[config.mk]
export PLATFORM = sky130hd
export DESIGN_NAME = pre_if_stage
export DESIGN_NICKNAME = d
export VERILOG_FILES = /design/src/rtl/pre_if_stage.sv
export SDC_FILE = /design/constraint.sdc
export NUM_CORES = 1
export LEC_CHECK = 0
export CAP_MARGIN = 15
export CORE_AREA = 4 4 190 100
export DETAILED_ROUTE_END_ITERATION = 10
export DIE_AREA = 0 0 194 104
export PLACE_DENSITY = 0.71
export SETUP_SLACK_MARGIN = 0.15
export SLEW_MARGIN = 20
export SYNTH_ARGS = -nofsm -noshare
export SYNTH_HDL_FRONTEND = slang
export SYNTH_SLANG_ARGS = --single-unit
[constraint.sdc]
create_clock -name clk -period 11.4 [get_ports clk]
set_input_delay 1.14 -clock clk [delete_from_list [all_inputs] [get_ports clk]]
set_output_delay 1.14 -clock clk [all_outputs]
set_load 0.05 [all_outputs]
[src/rtl/pre_if_stage.sv]
// Pre-IF fetch stage: owns the fetch PC, issues one outstanding instruction
// fetch on the sram-like interface, buffers the returned word and hands
// {ex, inst, pc} to the IF stage. Redirects from exception, eret and taken
// branch discard any wrong-path fetch that is in flight or buffered.
module pre_if_stage #(
  parameter logic [31:0] RESET_PC = 32'hbfc00000,
  parameter logic [31:0] EX_ENTRY = 32'hbfc00380
) (
  input  logic        clk,
  input  logic        reset,
  input  logic        fs_allowin,
  input  logic [32:0] br_bus,
  input  logic        wb_ex,
  input  logic        eret_flush,
  input  logic [31:0] ws_epc,
  output logic        pfs_to_fs_valid,
  output logic [64:0] pfs_to_fs_bus,
  output logic        inst_sram_req,
  output logic        inst_sram_wr,
  output logic [1:0]  inst_sram_size,
  output logic [31:0] inst_sram_addr,
  output logic [31:0] inst_sram_wdata,
  input  logic        inst_sram_addr_ok,
  input  logic        inst_sram_data_ok,
  input  logic [31:0] inst_sram_rdata
);

  typedef enum logic [1:0] {
    S_REQ  = 2'd0,
    S_WAIT = 2'd1,
    S_FULL = 2'd2
  } state_e;

  state_e      state_q, state_d;
  logic [31:0] fetch_pc_q, fetch_pc_d;
  logic [31:0] req_pc_q, req_pc_d;
  logic        cancel_q, cancel_d;
  logic [64:0] buf_q, buf_d;

  logic        br_taken;
  logic [31:0] br_target;
  logic        redir;
  logic [31:0] redir_target;
  logic        pc_misaligned;

  assign br_taken      = br_bus[32];
  assign br_target     = br_bus[31:0];
  assign redir         = wb_ex | eret_flush | br_taken;
  assign pc_misaligned = (fetch_pc_q[1:0] != 2'b00);

  // Redirect target: exception beats eret beats branch.
  always_comb begin
    redir_target = br_target;
    if (wb_ex) begin
      redir_target = EX_ENTRY;
    end else if (eret_flush) begin
      redir_target = ws_epc;
    end
  end

  // Next-state, fetch PC, cancel and buffer update.
  always_comb begin
    state_d    = state_q;
    fetch_pc_d = fetch_pc_q;
    req_pc_d   = req_pc_q;
    cancel_d   = cancel_q;
    buf_d      = buf_q;

    case (state_q)
      S_REQ: begin
        if (pc_misaligned) begin
          // A misaligned PC becomes an address-error entry without touching
          // the bus; under a redirect it would be dropped anyway, so skip it.
          if (!redir) begin
            buf_d   = {1'b1, 32'h0, fetch_pc_q};
            state_d = S_FULL;
          end
        end else if (inst_sram_addr_ok) begin
          req_pc_d   = fetch_pc_q;
          fetch_pc_d = fetch_pc_q + 32'd4;
          state_d    = S_WAIT;
          if (redir) begin
            cancel_d = 1'b1;
          end
        end
      end
      S_WAIT: begin
        if (inst_sram_data_ok) begin
          state_d = S_REQ;
          if (cancel_q) begin
            cancel_d = 1'b0;
          end else if (!redir) begin
            buf_d   = {1'b0, inst_sram_rdata, req_pc_q};
            state_d = S_FULL;
          end
        end else if (redir) begin
          cancel_d = 1'b1;
        end
      end
      S_FULL: begin
        if (redir || fs_allowin) begin
          state_d = S_REQ;
        end
      end
      default: begin
        state_d = S_REQ;
      end
    endcase

    // A redirect always wins over the sequential PC update.
    if (redir) begin
      fetch_pc_d = redir_target;
    end
  end

  // State and datapath registers.
  always_ff @(posedge clk or posedge reset) begin
    if (reset) begin
      state_q    <= S_REQ;
      fetch_pc_q <= RESET_PC;
      req_pc_q   <= '0;
      cancel_q   <= 1'b0;
      buf_q      <= '0;
    end else begin
      state_q    <= state_d;
      fetch_pc_q <= fetch_pc_d;
      req_pc_q   <= req_pc_d;
      cancel_q   <= cancel_d;
      buf_q      <= buf_d;
    end
  end

  assign inst_sram_req   = ~reset & (state_q == S_REQ) & ~pc_misaligned;
  assign inst_sram_wr    = 1'b0;
  assign inst_sram_size  = 2'd2;
  assign inst_sram_addr  = fetch_pc_q;
  assign inst_sram_wdata = '0;

  assign pfs_to_fs_valid = (state_q == S_FULL) & ~redir;
  assign pfs_to_fs_bus   = buf_q;

endmodule

Yosys cells after proc, flatten, opt, wreduce, memory -nomap -nowiden --
Cells that the tools add are included.
Word-level totals: register bits 132, bits of input ports 104, output and inout bits 134, logic and storage cells 63
Cells by class: add/subtract/negate cells 1, equality and inequality tests 13, multiplexer cells 25, bitwise operators 8, reduce and logical (&&, ||, !) cells 11
Operator list (count):
- 65-bit two-way mux | 5
- 32-bit two-way mux | 6
- 65-bit case mux with 2 select lines | 1
- 32-bit by 3-bit adder with 32-bit output (second input constant) | 1
- 2-bit inequality test (second input constant) | 9
- 2-bit two-way mux | 7
- 3-bit AND reduction | 3
- 2-bit nonzero test | 4
- 3-bit inequality test (second input constant) | 2
- 2-bit case mux with 3 select lines | 1
- 6-bit AND reduction | 1
- 1-bit two-way mux | 4
- 4-bit AND reduction | 1
- 1-bit AND | 3
- 1-bit NOT | 3
- 2-bit by 1-bit == test with 1-bit output (second input constant) | 1
- 2-bit == test (second input constant) | 1
- 2-bit zero test | 1
- 1-bit bitwise OR | 2
- 1-bit case mux with 2 select lines | 1
- 1-bit logical OR | 1

Logic depth before layout (Yosys ltp) --
depth in word-level cells 6, depth in mapped cells 8

Worst setup path before layout --
No wires, ideal clock.
path kind input port to output port, start input reset, end output inst_sram_req, arrival 4.559 ns, slack 5.701 ns, stages on the path 2, buffers on the path 0, path through inv_1 -> and2_1
On the way: longest elaborated chain between the ends 3
Ends and longest elaborated chain:
- start: declaration | line 10 | input logic reset,
- 1-bit NOT | line 133 | assign inst_sram_req = ~reset & (state_q == S_REQ) & ~pc_misaligned;
- 1-bit AND (2 in a row) | line 133
- end: declaration | line 18 | output logic inst_sram_req,
Every way passes these cells.

Final worst setup path --
start input wb_ex, end output pfs_to_fs_valid
On the way: longest elaborated chain between the ends 4
Ends and longest elaborated chain:
- start: declaration | line 13 | input logic wb_ex,
- 1-bit bitwise OR (2 in a row) | line 48 | assign redir = wb_ex | eret_flush | br_taken;
- 1-bit NOT | line 139 | assign pfs_to_fs_valid = (state_q == S_FULL) & ~redir;
- 1-bit AND | line 139
- end: declaration | line 16 | output logic pfs_to_fs_valid,
Every way passes these cells.

==> impl_metrics.tcl <==
set metrics [dict create \
    status "finished clean" \
    cts.sinks 132 \
    via_per_inst 5.23 \
    vias 6428 \
    rsz0062_at_grt "false" \
    tightestPinTransition_ps 1000 \
    layout_commonest_cell "nand2_1" \
    grt_max_degree 98 \
    drt-total-wl_mm 21.3 \
    ir_drop_mv 0.108 \
    cts_tree "built" \
    start_util_pct 39.7 \
    worstPathMaxFanout 18 \
    grt_pass1_vias 6322 \
    crit_path_start_kind "input port" \
    antenna_found_initial 0 \
    r2r_cells 7 \
    diodes 0 \
    die_area_um2 20200 \
    track_usage_pct 20.7 \
    muxShareOfSynthArea_pct 3.03 \
    powerDensity_nw_per_um2 216 \
    setup_tns_ps 0 \
    maxSlewHeadroom_pct 33.1 \
    synth_area_um2 6820 \
    cts_root_buf "clkbuf_16" \
    coreArea_um2 17200 \
    min_path_cells 2 \
    avgSynthCellArea_um2 8.48 \
    critPathArrivalTime_ps 3950 \
    grt_pass1_wl_mm 34.5 \
    worstPathRequired_ps 10260 \
    h-tree-depth 4 \
    cts_made_buffers 17 \
    whs_ps 463 \
    end_kind "output pin" \
    postCtsHoldBufs 0 \
    synth_xor_area_share_pct 0.385 \
    hold_class "register to register" \
    overflow 0 \
    fin_crit_ps 5090 \
    dp_hpwl_mm 14.6 \
    post_cts_buffers 0 \
    nFillCells 1556 \
    synth_fa_ha_area_share_pct 0.184 \
    final.setup.worst_slack_ps 6310 \
    portBuffers 202 \
    finalWeightedCongestion 0.858 \
    drive_gt1_share_pct 7.65 \
    synthCells 804 \
    ys_seq_area_share_pct 48.6 \
    pre_cts_ws_ps 6330 \
    synth_edf_count 0 \
    fmax_mhz 196 \
    final_cell_mix "nand2_1, clkdlybuf4s50_1, dfrtp_1, nor2_1, nand3_1" \
    drt_iter0_markers 520 \
    synth_top_family_by_area "simple AND/OR/NAND/NOR gates" \
    rows 34 \
    fp.dieH_um 104 \
    total_power_w 0.00204 \
    final_nets 1086 \
    ys_top_cells_by_area "dfrtp_1, nand2_1, buf_4" \
    synth-simple-area-share_pct 26.3 \
    detail-route-antenna-nets 0 \
    routedWlPerCell_um 17.4 \
    synth_cell_types 63 \
    yosysWarnings 0 \
    syn_to_final_growth_pct 39.1 \
    hold_viol 0 \
    clock_tree.buffer_depth 2 \
    critPathKind "input port to output pin" \
    ys_seq_elements 132 \
    die_w_um 194 \
    drc 0 \
    async_flop_share_pct 100 \
    post_cts_resized 0 \
    io_pins 238 \
    drt_pre_antenna_iters 5 \
    synth_top_area_share_pct 45.1 \
    yosysTopAreaCell "dfrtp_1" \
    fin_skew_ps 12.3 \
    drv_slew 0 \
    worstSkewPairLatency_ps 410 \
    finalSetupViolCount 0 \
    synth_ff_type "dfrtp_1" \
    power.leakage_nw 4.27 \
    cts.clk_slew.worst_paths_ps 60 \
    period_share_pct 44.7 \
    maxCapViolations 0 \
    synth_compound_area_share_pct 13.5 \
]
==> worst paths after layout <==
path,startpoint,endpoint,slack (ps)
setup / recovery,wb_ex,pfs_to_fs_valid,6310
hold / removal,pfs_to_fs_bus[40],pfs_to_fs_bus[40],460
min in group asynchronous,reset,pfs_to_fs_bus[51],1210
setup reg to reg,inst_sram_addr[0],inst_sram_addr[16],8790
max in group asynchronous,reset,inst_sram_addr[11],8910
hold reg to reg,pfs_to_fs_bus[40],pfs_to_fs_bus[40],460
==> Yosys cell counts, types with 2 or more instances <==
| cell | count |
|---|---|
| a211o_1 | 2 |
| a211oi_1 | 4 |
| a21oi_1 | 28 |
| a2bb2oi_1 | 2 |
| a31oi_1 | 38 |
| a41oi_1 | 2 |
| and2_1 | 7 |
| and3_1 | 6 |
| buf_1 | 3 |
| buf_2 | 20 |
| buf_4 | 36 |
| clkbuf_1 | 28 |
| conb_1 | 2 |
| dfrtp_1 | 123 |
| dfstp_2 | 9 |
| inv_1 | 12 |
| mux2_2 | 5 |
| mux2i_1 | 15 |
| nand2_1 | 231 |
| nand2b_1 | 3 |
| nand3_1 | 40 |
| nand3_2 | 2 |
| nand3b_1 | 3 |
| nand4_1 | 12 |
| nor2_1 | 72 |
| nor2b_1 | 6 |
| nor3_1 | 10 |
| nor4_1 | 4 |
| o21a_1 | 2 |
| o21ai_0 | 26 |
| o21bai_1 | 2 |
| o221a_2 | 2 |
| o22a_1 | 3 |
| o22ai_1 | 5 |
| o2bb2a_1 | 3 |
| o2bb2ai_1 | 3 |
| o31ai_1 | 4 |
| or4b_2 | 2 |
| xnor2_1 | 3 |
==> cells by family (layout without fill, tap and decap cells) <==
group | Yosys count | after routing
multiplexers | 20 | 20
buffers and inverters | 100 | 257
XOR/XNOR | 3 | 3
flip-flops | 132 | 132
adder cells (fa/ha/maj) | 1 | 1
AO/OA/AOI/OAI | 140 | 140
AND/OR/NAND/NOR | 406 | 406
other | 2 | 35
==> worst max-delay path: stages <==
cell and delay [ps]:
clkdlybuf4s50_1 690, or3_1 810, nor3b_1 400, clkdlybuf4s50_1 900
==> registers in the layout (all words and copies together) (netlist names) <==
register,cells
inst_sram_addr,32
state_q,2
pfs_to_fs_bus,65
req_pc_q,32
cancel_q,1
==> power breakdown <==
group | switching (W) | internal (W)
Sequential | 0.0000751 | 0.000586
Combinational | 0.000549 | 0.000263
Clock | 0.000219 | 0.000353
Total | 0.000843 | 0.00120
==> final cells by class <==
cell class | instances | area, µm² | share of cell area [%]
clock inverter | 13 | 174 | 1.83
timing repair buffer | 213 | 2100 | 22.1
multi-input combinational | 605 | 3110 | 32.8
clock buffer | 19 | 443 | 4.67
sequential | 132 | 3310 | 35.0
tap | 234 | 293 | 3.09
inverter | 12 | 50.0 | 0.528
==> per-layer routing <==
metal  up-vias  share of wire [%]  GRT usage, %
li1       3036                  -             -
met1      3114                 45          27.8
met2       251                 47          33.8
met3        27                6.7          3.95
met4         0                1.8          6.92
met5         -                  0             0
==> stage by stage <==
stage          utilization (%)  instances  area [µm²]
2_1_floorplan                -        837        6940
3_3_place_gp              51.6       1196        8860
3_5_place_dp              51.6       1196        8860
4_1_cts                   55.2       1228        9480
5_1_grt                   55.2       1228        9480
6_report                  55.2       1228        9480
Power figures use the tool's default switching activity.
